<file path="src/rtl/pipeline_hazard_ctrl_pkg.sv">
// Shared types for the pipeline hazard controller: writeback selects, FSM states and the
// per-stage control bundle it drives.
package pipeline_hazard_ctrl_pkg;

    localparam int unsigned REG_ADDR_WIDTH = 5;

    typedef enum logic [1:0] {
        WB_ALU = 2'd0,
        WB_MEM = 2'd1,
        WB_PC4 = 2'd2,
        WB_CSR = 2'd3
    } wb_sel_e;

    typedef enum logic [1:0] {
        HZ_RUN      = 2'd0,
        HZ_LU_STALL = 2'd1,
        HZ_MDU_WAIT = 2'd2
    } hz_state_e;

    typedef struct packed {
        logic pc_en;
        logic if_id_en;
        logic id_ex_en;
        logic ex_mem_en;
        logic mem_wb_en;
        logic flush_if_id;
        logic flush_id_ex;
        logic flush_ex_mem;
    } hz_ctrl_t;

    localparam hz_ctrl_t HZ_CTRL_RUN    = '{1'b1, 1'b1, 1'b1, 1'b1, 1'b1, 1'b0, 1'b0, 1'b0};
    localparam hz_ctrl_t HZ_CTRL_FREEZE = '{1'b0, 1'b0, 1'b0, 1'b0, 1'b0, 1'b0, 1'b0, 1'b0};
    localparam hz_ctrl_t HZ_CTRL_BRANCH = '{1'b1, 1'b1, 1'b1, 1'b1, 1'b1, 1'b1, 1'b1, 1'b0};
    localparam hz_ctrl_t HZ_CTRL_LU     = '{1'b0, 1'b0, 1'b1, 1'b1, 1'b1, 1'b0, 1'b1, 1'b0};
    localparam hz_ctrl_t HZ_CTRL_MDU    = '{1'b0, 1'b0, 1'b0, 1'b1, 1'b1, 1'b0, 1'b0, 1'b1};

endpackage

</file>
<file path="src/rtl/pipeline_hazard_ctrl_if.sv">
// Hazard sources from ID/EX/MEM and the stage enables/flushes returned to the pipeline.
interface pipeline_hazard_ctrl_if;
    import pipeline_hazard_ctrl_pkg::*;

    logic [REG_ADDR_WIDTH-1:0] rs1_addr_ID_i;
    logic [REG_ADDR_WIDTH-1:0] rs2_addr_ID_i;
    logic [REG_ADDR_WIDTH-1:0] rd_addr_EX_i;
    wb_sel_e                   WBSel_EX_i;
    logic                      branch_taken_EX_i;
    logic                      dmem_req_MEM_i;
    logic                      dmem_ready_i;
    logic                      mdu_start_EX_i;
    logic                      mdu_done_i;
    logic                      pc_en_o;
    logic                      if_id_en_o;
    logic                      id_ex_en_o;
    logic                      ex_mem_en_o;
    logic                      mem_wb_en_o;
    logic                      flush_if_id_o;
    logic                      flush_id_ex_o;
    logic                      flush_ex_mem_o;

    modport master (
        output rs1_addr_ID_i, rs2_addr_ID_i, rd_addr_EX_i, WBSel_EX_i, branch_taken_EX_i,
               dmem_req_MEM_i, dmem_ready_i, mdu_start_EX_i, mdu_done_i,
        input  pc_en_o, if_id_en_o, id_ex_en_o, ex_mem_en_o, mem_wb_en_o,
               flush_if_id_o, flush_id_ex_o, flush_ex_mem_o
    );

    modport slave (
        input  rs1_addr_ID_i, rs2_addr_ID_i, rd_addr_EX_i, WBSel_EX_i, branch_taken_EX_i,
               dmem_req_MEM_i, dmem_ready_i, mdu_start_EX_i, mdu_done_i,
        output pc_en_o, if_id_en_o, id_ex_en_o, ex_mem_en_o, mem_wb_en_o,
               flush_if_id_o, flush_id_ex_o, flush_ex_mem_o
    );

endinterface

</file>
<file path="src/rtl/hazard_perf_counter.sv">
// Saturating event counter: counts inc_i cycles, sticks at all-ones, cleared by rst.
module hazard_perf_counter #(
    parameter int unsigned CNT_WIDTH = 32
) (
    input  logic                 clk,
    input  logic                 rst,
    input  logic                 inc_i,
    output logic [CNT_WIDTH-1:0] count_o
);

    logic [CNT_WIDTH-1:0] cnt_q, cnt_d;

    always_comb begin
        cnt_d = cnt_q;
        if (inc_i && (cnt_q != '1)) begin
            cnt_d = cnt_q + {{(CNT_WIDTH-1){1'b0}}, 1'b1};
        end
    end

    always_ff @(posedge clk) begin
        if (rst) begin
            cnt_q <= '0;
        end else begin
            cnt_q <= cnt_d;
        end
    end

    assign count_o = cnt_q;

endmodule

</file>
<file path="src/rtl/pipeline_hazard_ctrl.sv">
// Prioritised stall/flush sequencer: memory freeze > MDU wait > branch redirect > load-use.
// LOAD_USE_BUBBLES must lie in 1..3.
module pipeline_hazard_ctrl
    import pipeline_hazard_ctrl_pkg::*;
#(
    parameter int unsigned LOAD_USE_BUBBLES = 1,
    parameter int unsigned CNT_WIDTH        = 32
) (
    input  logic                  clk,
    input  logic                  rst,
    pipeline_hazard_ctrl_if.slave hz_if,
    output logic [CNT_WIDTH-1:0]  stall_cnt_o,
    output logic [CNT_WIDTH-1:0]  flush_cnt_o
);

    hz_state_e state_q, state_d;
    logic [1:0] bub_q, bub_d;
    hz_ctrl_t  ctrl;
    logic      freeze;
    logic      lu_hit;
    logic      flush_inc;

    assign freeze = hz_if.dmem_req_MEM_i & ~hz_if.dmem_ready_i;
    assign lu_hit = (hz_if.WBSel_EX_i == WB_MEM) && (hz_if.rd_addr_EX_i != '0) &&
                    ((hz_if.rd_addr_EX_i == hz_if.rs1_addr_ID_i) ||
                     (hz_if.rd_addr_EX_i == hz_if.rs2_addr_ID_i));

    always_comb begin
        state_d   = state_q;
        bub_d     = bub_q;
        ctrl      = HZ_CTRL_RUN;
        flush_inc = 1'b0;
        if (freeze) begin
            // Whole pipe frozen; FSM and bubble count hold so pending work resumes afterwards.
            ctrl = HZ_CTRL_FREEZE;
        end else begin
            unique case (state_q)
                HZ_RUN: begin
                    if (hz_if.mdu_start_EX_i && !hz_if.mdu_done_i) begin
                        ctrl    = HZ_CTRL_MDU;
                        state_d = HZ_MDU_WAIT;
                    end else if (hz_if.branch_taken_EX_i) begin
                        ctrl      = HZ_CTRL_BRANCH;
                        flush_inc = 1'b1;
                    end else if (lu_hit) begin
                        ctrl = HZ_CTRL_LU;
                        if (LOAD_USE_BUBBLES > 1) begin
                            state_d = HZ_LU_STALL;
                            bub_d   = 2'(LOAD_USE_BUBBLES - 1);
                        end
                    end
                end
                HZ_LU_STALL: begin
                    if (hz_if.branch_taken_EX_i) begin
                        ctrl      = HZ_CTRL_BRANCH;
                        flush_inc = 1'b1;
                        state_d   = HZ_RUN;
                        bub_d     = 2'd0;
                    end else begin
                        ctrl  = HZ_CTRL_LU;
                        bub_d = bub_q - 2'd1;
                        if (bub_q == 2'd1) begin
                            state_d = HZ_RUN;
                        end
                    end
                end
                HZ_MDU_WAIT: begin
                    if (hz_if.mdu_done_i) begin
                        state_d = HZ_RUN;
                    end else begin
                        ctrl = HZ_CTRL_MDU;
                    end
                end
                default: begin
                    state_d = HZ_RUN;
                    bub_d   = 2'd0;
                end
            endcase
        end
    end

    always_ff @(posedge clk) begin
        if (rst) begin
            state_q <= HZ_RUN;
            bub_q   <= 2'd0;
        end else begin
            state_q <= state_d;
            bub_q   <= bub_d;
        end
    end

    assign hz_if.pc_en_o        = ctrl.pc_en;
    assign hz_if.if_id_en_o     = ctrl.if_id_en;
    assign hz_if.id_ex_en_o     = ctrl.id_ex_en;
    assign hz_if.ex_mem_en_o    = ctrl.ex_mem_en;
    assign hz_if.mem_wb_en_o    = ctrl.mem_wb_en;
    assign hz_if.flush_if_id_o  = ctrl.flush_if_id;
    assign hz_if.flush_id_ex_o  = ctrl.flush_id_ex;
    assign hz_if.flush_ex_mem_o = ctrl.flush_ex_mem;

    hazard_perf_counter #(
        .CNT_WIDTH(CNT_WIDTH)
    ) u_stall_cnt (
        .clk    (clk),
        .rst    (rst),
        .inc_i  (~ctrl.pc_en),
        .count_o(stall_cnt_o)
    );

    hazard_perf_counter #(
        .CNT_WIDTH(CNT_WIDTH)
    ) u_flush_cnt (
        .clk    (clk),
        .rst    (rst),
        .inc_i  (flush_inc),
        .count_o(flush_cnt_o)
    );

endmodule

</file>
<file path="src/flat_wrapper.sv">
// flat-port wrapper written by rule: the top's interface ports become plain ports
module pipeline_hazard_ctrl_flat import pipeline_hazard_ctrl_pkg::*;
#(
    parameter int unsigned LOAD_USE_BUBBLES = 1,
    parameter int unsigned CNT_WIDTH        = 32
)
  (clk, rst, stall_cnt_o, flush_cnt_o, hz_if_rs1_addr_ID_i, hz_if_rs2_addr_ID_i, hz_if_rd_addr_EX_i, hz_if_WBSel_EX_i, hz_if_branch_taken_EX_i, hz_if_dmem_req_MEM_i, hz_if_dmem_ready_i, hz_if_mdu_start_EX_i, hz_if_mdu_done_i, hz_if_pc_en_o, hz_if_if_id_en_o, hz_if_id_ex_en_o, hz_if_ex_mem_en_o, hz_if_mem_wb_en_o, hz_if_flush_if_id_o, hz_if_flush_id_ex_o, hz_if_flush_ex_mem_o);
  pipeline_hazard_ctrl_if hz_if_i ();
  input  logic clk;
  input  logic rst;
  output logic [CNT_WIDTH-1:0] stall_cnt_o;
  output logic [CNT_WIDTH-1:0] flush_cnt_o;
  input wire logic [$bits(hz_if_i.rs1_addr_ID_i)-1:0] hz_if_rs1_addr_ID_i;
  input wire logic [$bits(hz_if_i.rs2_addr_ID_i)-1:0] hz_if_rs2_addr_ID_i;
  input wire logic [$bits(hz_if_i.rd_addr_EX_i)-1:0] hz_if_rd_addr_EX_i;
  input wire logic [$bits(hz_if_i.WBSel_EX_i)-1:0] hz_if_WBSel_EX_i;
  input wire logic [$bits(hz_if_i.branch_taken_EX_i)-1:0] hz_if_branch_taken_EX_i;
  input wire logic [$bits(hz_if_i.dmem_req_MEM_i)-1:0] hz_if_dmem_req_MEM_i;
  input wire logic [$bits(hz_if_i.dmem_ready_i)-1:0] hz_if_dmem_ready_i;
  input wire logic [$bits(hz_if_i.mdu_start_EX_i)-1:0] hz_if_mdu_start_EX_i;
  input wire logic [$bits(hz_if_i.mdu_done_i)-1:0] hz_if_mdu_done_i;
  output wire logic [$bits(hz_if_i.pc_en_o)-1:0] hz_if_pc_en_o;
  output wire logic [$bits(hz_if_i.if_id_en_o)-1:0] hz_if_if_id_en_o;
  output wire logic [$bits(hz_if_i.id_ex_en_o)-1:0] hz_if_id_ex_en_o;
  output wire logic [$bits(hz_if_i.ex_mem_en_o)-1:0] hz_if_ex_mem_en_o;
  output wire logic [$bits(hz_if_i.mem_wb_en_o)-1:0] hz_if_mem_wb_en_o;
  output wire logic [$bits(hz_if_i.flush_if_id_o)-1:0] hz_if_flush_if_id_o;
  output wire logic [$bits(hz_if_i.flush_id_ex_o)-1:0] hz_if_flush_id_ex_o;
  output wire logic [$bits(hz_if_i.flush_ex_mem_o)-1:0] hz_if_flush_ex_mem_o;
  assign hz_if_i.rs1_addr_ID_i = hz_if_rs1_addr_ID_i;
  assign hz_if_i.rs2_addr_ID_i = hz_if_rs2_addr_ID_i;
  assign hz_if_i.rd_addr_EX_i = hz_if_rd_addr_EX_i;
  assign hz_if_i.WBSel_EX_i = hz_if_WBSel_EX_i;
  assign hz_if_i.branch_taken_EX_i = hz_if_branch_taken_EX_i;
  assign hz_if_i.dmem_req_MEM_i = hz_if_dmem_req_MEM_i;
  assign hz_if_i.dmem_ready_i = hz_if_dmem_ready_i;
  assign hz_if_i.mdu_start_EX_i = hz_if_mdu_start_EX_i;
  assign hz_if_i.mdu_done_i = hz_if_mdu_done_i;
  assign hz_if_pc_en_o = hz_if_i.pc_en_o;
  assign hz_if_if_id_en_o = hz_if_i.if_id_en_o;
  assign hz_if_id_ex_en_o = hz_if_i.id_ex_en_o;
  assign hz_if_ex_mem_en_o = hz_if_i.ex_mem_en_o;
  assign hz_if_mem_wb_en_o = hz_if_i.mem_wb_en_o;
  assign hz_if_flush_if_id_o = hz_if_i.flush_if_id_o;
  assign hz_if_flush_id_ex_o = hz_if_i.flush_id_ex_o;
  assign hz_if_flush_ex_mem_o = hz_if_i.flush_ex_mem_o;
  pipeline_hazard_ctrl #(.LOAD_USE_BUBBLES(LOAD_USE_BUBBLES), .CNT_WIDTH(CNT_WIDTH)) u_core (.clk(clk), .rst(rst), .hz_if(hz_if_i), .stall_cnt_o(stall_cnt_o), .flush_cnt_o(flush_cnt_o));
endmodule
</file>
<file path="config.mk">
export PLATFORM = sky130hd
export DESIGN_NAME = pipeline_hazard_ctrl_flat
export DESIGN_NICKNAME = d
export VERILOG_FILES = /design/src/rtl/pipeline_hazard_ctrl_pkg.sv /design/src/rtl/pipeline_hazard_ctrl_if.sv /design/src/rtl/hazard_perf_counter.sv /design/src/rtl/pipeline_hazard_ctrl.sv /design/src/flat_wrapper.sv
export SDC_FILE = /design/constraint.sdc
export NUM_CORES = 1
export LEC_CHECK = 0
export BUFFER_PORTS_ARGS = -buffer_cell sky130_fd_sc_hd__buf_4
export CELL_PAD_IN_SITES_DETAIL_PLACEMENT = 1
export CELL_PAD_IN_SITES_GLOBAL_PLACEMENT = 2
export CORE_UTILIZATION = 31
export CTS_CLUSTER_DIAMETER = 50
export DETAILED_ROUTE_END_ITERATION = 7
export PLACE_DENSITY = 0.92
export SLEW_MARGIN = 5
export SYNTH_ARGS = -nofsm -noshare
export SYNTH_HDL_FRONTEND = slang
export SYNTH_SLANG_ARGS = --single-unit
</file>
<file path="constraint.sdc">
create_clock -name clk -period 2.85 [get_ports clk]
set_clock_uncertainty 0.1 [all_clocks]
set_input_delay 0.285 -clock clk [delete_from_list [all_inputs] [get_ports clk]]
set_output_delay 0.285 -clock clk [all_outputs]
set_load 0.1 [all_outputs]
</file>
==> key figures <==
Detailed routing
  – Vias per cell: 5.30
  – Routed via count: 3,521
  – DR iter-0 viols: 122
  – First-pass DRT Iterations: 4
  – DRT antenna net count: 0
  – Routed len/inst: 16.0 microns
  – WL final: 10,600 microns
  – DRC Markers: 0

Floorplanning
  – Die area: 12,200 sq um
  – Die Height: 110 microns
  – Initial Utilization: 0.319
  – CORE AREA: 11,400 sq um
  – Placement Rows: 39
  – Die Width: 110 microns
  – Ports: 96

Timing
  – Slew margin rel.: 0.445
  – Max Freq: 426 MHz
  – Final setup margin: 0.503 ns
  – Hold Slack: 0.0645 ns
  – Slew Viols, Final: 0
  – Worst slew pin tran: 0.833 ns
  – RSZ-0062 raised after global routing: no
  – Final setup fails: 0
  – Final Hold Viols: 0
  – Fin crit period: 2.35 ns
  – Sum Neg Setup Slack: 0 ns
  – Final period utilization: 0.824

Clocking
  – Root buffer cell: clkbuf_16
  – Resize count post-CTS: 0
  – Clock transition at path regs: 0.05 ns
  – # clock sinks: 65
  – Worst-skew pair later-pin latency: 0.33 ns
  – CTS Hold Bufs: 0
  – Longest Clk Path Bufs: 2
  – CTS tree: built
  – H-tree levels: 3
  – CTS buffer count: 9
  – Post-CTS Repair Setup Buffers: 0

Global routing
  – Largest net degree at the start of global routing: 79
  – Initial antenna violation count: 0
  – Grt total ovfl: 0
  – Most used routing layer: met2
  – Global Route Usage Sum: 0.183
  – Vias in the first global route: 3,511
  – Met2 Use GR: 0.321
  – GR Util met1: 0.218
  – Met3 Usage GRT: 0.0488
  – First-pass GRT wire length: 17,400 microns

Power
  – Sw frac: 0.259
  – Reg power frac: 0.412
  – P_sw: 0.581 mW
  – Clock network power share: 0.479
  – Pwr per Cell Area: 470 nW/um^2
  – Pint: 1.66 mW
  – Leakage: 1.86 nW
  – VDD IR max: 0.352 mV
  – Comb pwr share: 0.109

Worst setup path
  – Crit-path max FO: 53
  – Worst EP arrival: 1.96 ns
  – Worst path required time: 2.47 ns
  – Cell mode on critical path: buf_4
  – Critical path class: in2out
  – Slowest-stage cell, CP: or4_1
  – Crit-path max cell delay: 0.51 ns
  – CP endpoint kind: primary output
  – Worst path cell trace: buf_4 > or4_1 > o21ai_1 > a311o_1 > o21a_2 > buf_12 > buf_4
  – CP Launch Type: input port

Worst hold path
  – Hold WC Path Type: in2reg

Logic synthesis
  – Yosys top cell by area: dfxtp_1
  – Sequential fraction of the synthesis area: 0.358
  – Mean Syn Cell Area: 8.54 sq um
  – Syn Std Cell Area: 3640 sq um
  – Post-synthesis instance total: 426
  – Number of synthesized register bits: 65
  – Syn_nets: 452
  – Yosys cell types: 55
  – Synth warn: 0
  – Yosys top cell area share: 0.358
  – Synth area leaders: dfxtp_1, xor2_1, nor2_1

Placement
  – Hpwl dp: 7510 microns
  – Port-buffer cells: 95
  – Setup WS pre-CTS: 0.476 ns
  – Placed Instances: 648
  – RePlAce Congestion: 0.765

Finish
  – Share of cells above drive strength 1: 0.284
  – Most frequent cells in the layout: buf_4, dfxtp_1, nor2_1, xor2_1, nand2_1
  – Net count, final: 542
  – Ant. Diodes: 0
  – Post-route core utilization: 0.418
  – Layout fillers: 1,377
  – Area Growth Syn to Fin: 31.3%
  – Layout Cells excl Fill: 664
  – Most common cell after layout, fill and taps aside: buf_4

Status
  – Status: complete, no violations

Run
  – Max-Cap Viols: 0
## area by class of cell
type	instances	area, sq um	area share
multi-input cells	331	2180	0.456
flip-flops and latches	65	1310	0.274
repair buffers	102	791	0.166
clock buffers	14	284	0.0595
well taps	143	179	0.0375
inverters	7	26.3	0.00550
clock inverters	2	10.0	0.00210
## worst paths after layout
path                                        from                        endpoint  slack [ns]  depth (start not counted)
setup / recovery           hz_if_rd_addr_EX_i[0]                hz_if_if_id_en_o        0.50                          7
hold / removal                  hz_if_mdu_done_i               u_core.state_q[1]        0.06                          2
setup reg to reg  u_core.u_stall_cnt.count_o[11]   u_core.u_stall_cnt.count_o[5]        0.54                          7
hold reg to reg   u_core.u_stall_cnt.count_o[14]  u_core.u_stall_cnt.count_o[14]        0.40                          2
## cells in the mapped netlist (all sizes together)
cell type and number:
nor2 53, and2 5, xnor2 11, nand4 25
or3 5, xor2 28, a21oi 21, and3 9
o2111a 1, a311o 1, o41ai 1, a22oi 1
inv 7, nor3 12, or4 15, or2 2
o21a 1, o21ai 7, nor4 15, a211oi 2
or4b 1, nand4b 1, mux2i 1, nor2b 15
nand2 28, buf 13, ha 2, a2111oi 1
o21bai 1, nor3b 1, nor4b 2, nand3 22
nand2b 1, dfxtp 65, o31a 1, clkbuf 10
and4 11, mux2 13, or3b 1, o31ai 14
## layer usage
metal | up-vias | share of wire
met1 | 1704 | 0.44
li1 | 1734 | -
met4 | 0 | 0.014
met3 | 15 | 0.044
met5 | - | 0
met2 | 68 | 0.50
## state kept, by name, summed over array words and instances, names as in the netlist
register	flops
u_core.u_stall_cnt.count_o	32
u_core.u_flush_cnt.count_o	32
u_core.state_q	1
## logic make-up after synthesis
| logic type | count (synthesis) | share of synthesized area |
|---|---|---|
| xor+xnor | 39 | 0.0939 |
| flops | 65 | 0.358 |
| mux | 14 | 0.0492 |
| buf+inv | 30 | 0.0447 |
| fa+ha+maj | 2 | 0.00688 |
| simple gates | 224 | 0.355 |
| compound gates | 52 | 0.0928 |
## critical path, delay by kind of cell
family                 cells  cell delay [ns]
buffers and inverters      3             0.67
AND/OR/NAND/NOR            1             0.51
AO/OA/AOI/OAI              3             0.46
## power by group through the flow
stage               registers (mW)  logic (mW)  clock network (mW)
finish                       0.925       0.245                1.08
global route                 0.925       0.262                1.14
CTS                          0.924       0.247                1.10
detailed placement           0.944       0.246                   0
global placement             0.943       0.240                   0
floorplan                    0.979       0.143                   0
## metrics by stage
step	total power, mW	area, sq um
2_1_floorplan	1.12	3650
3_3_place_gp	1.18	4480
3_5_place_dp	1.19	4480
4_1_cts	2.27	4780
5_1_grt	2.33	4780
6_report	2.25	4780
No activity file was read; power rests on OpenSTA's default activity.
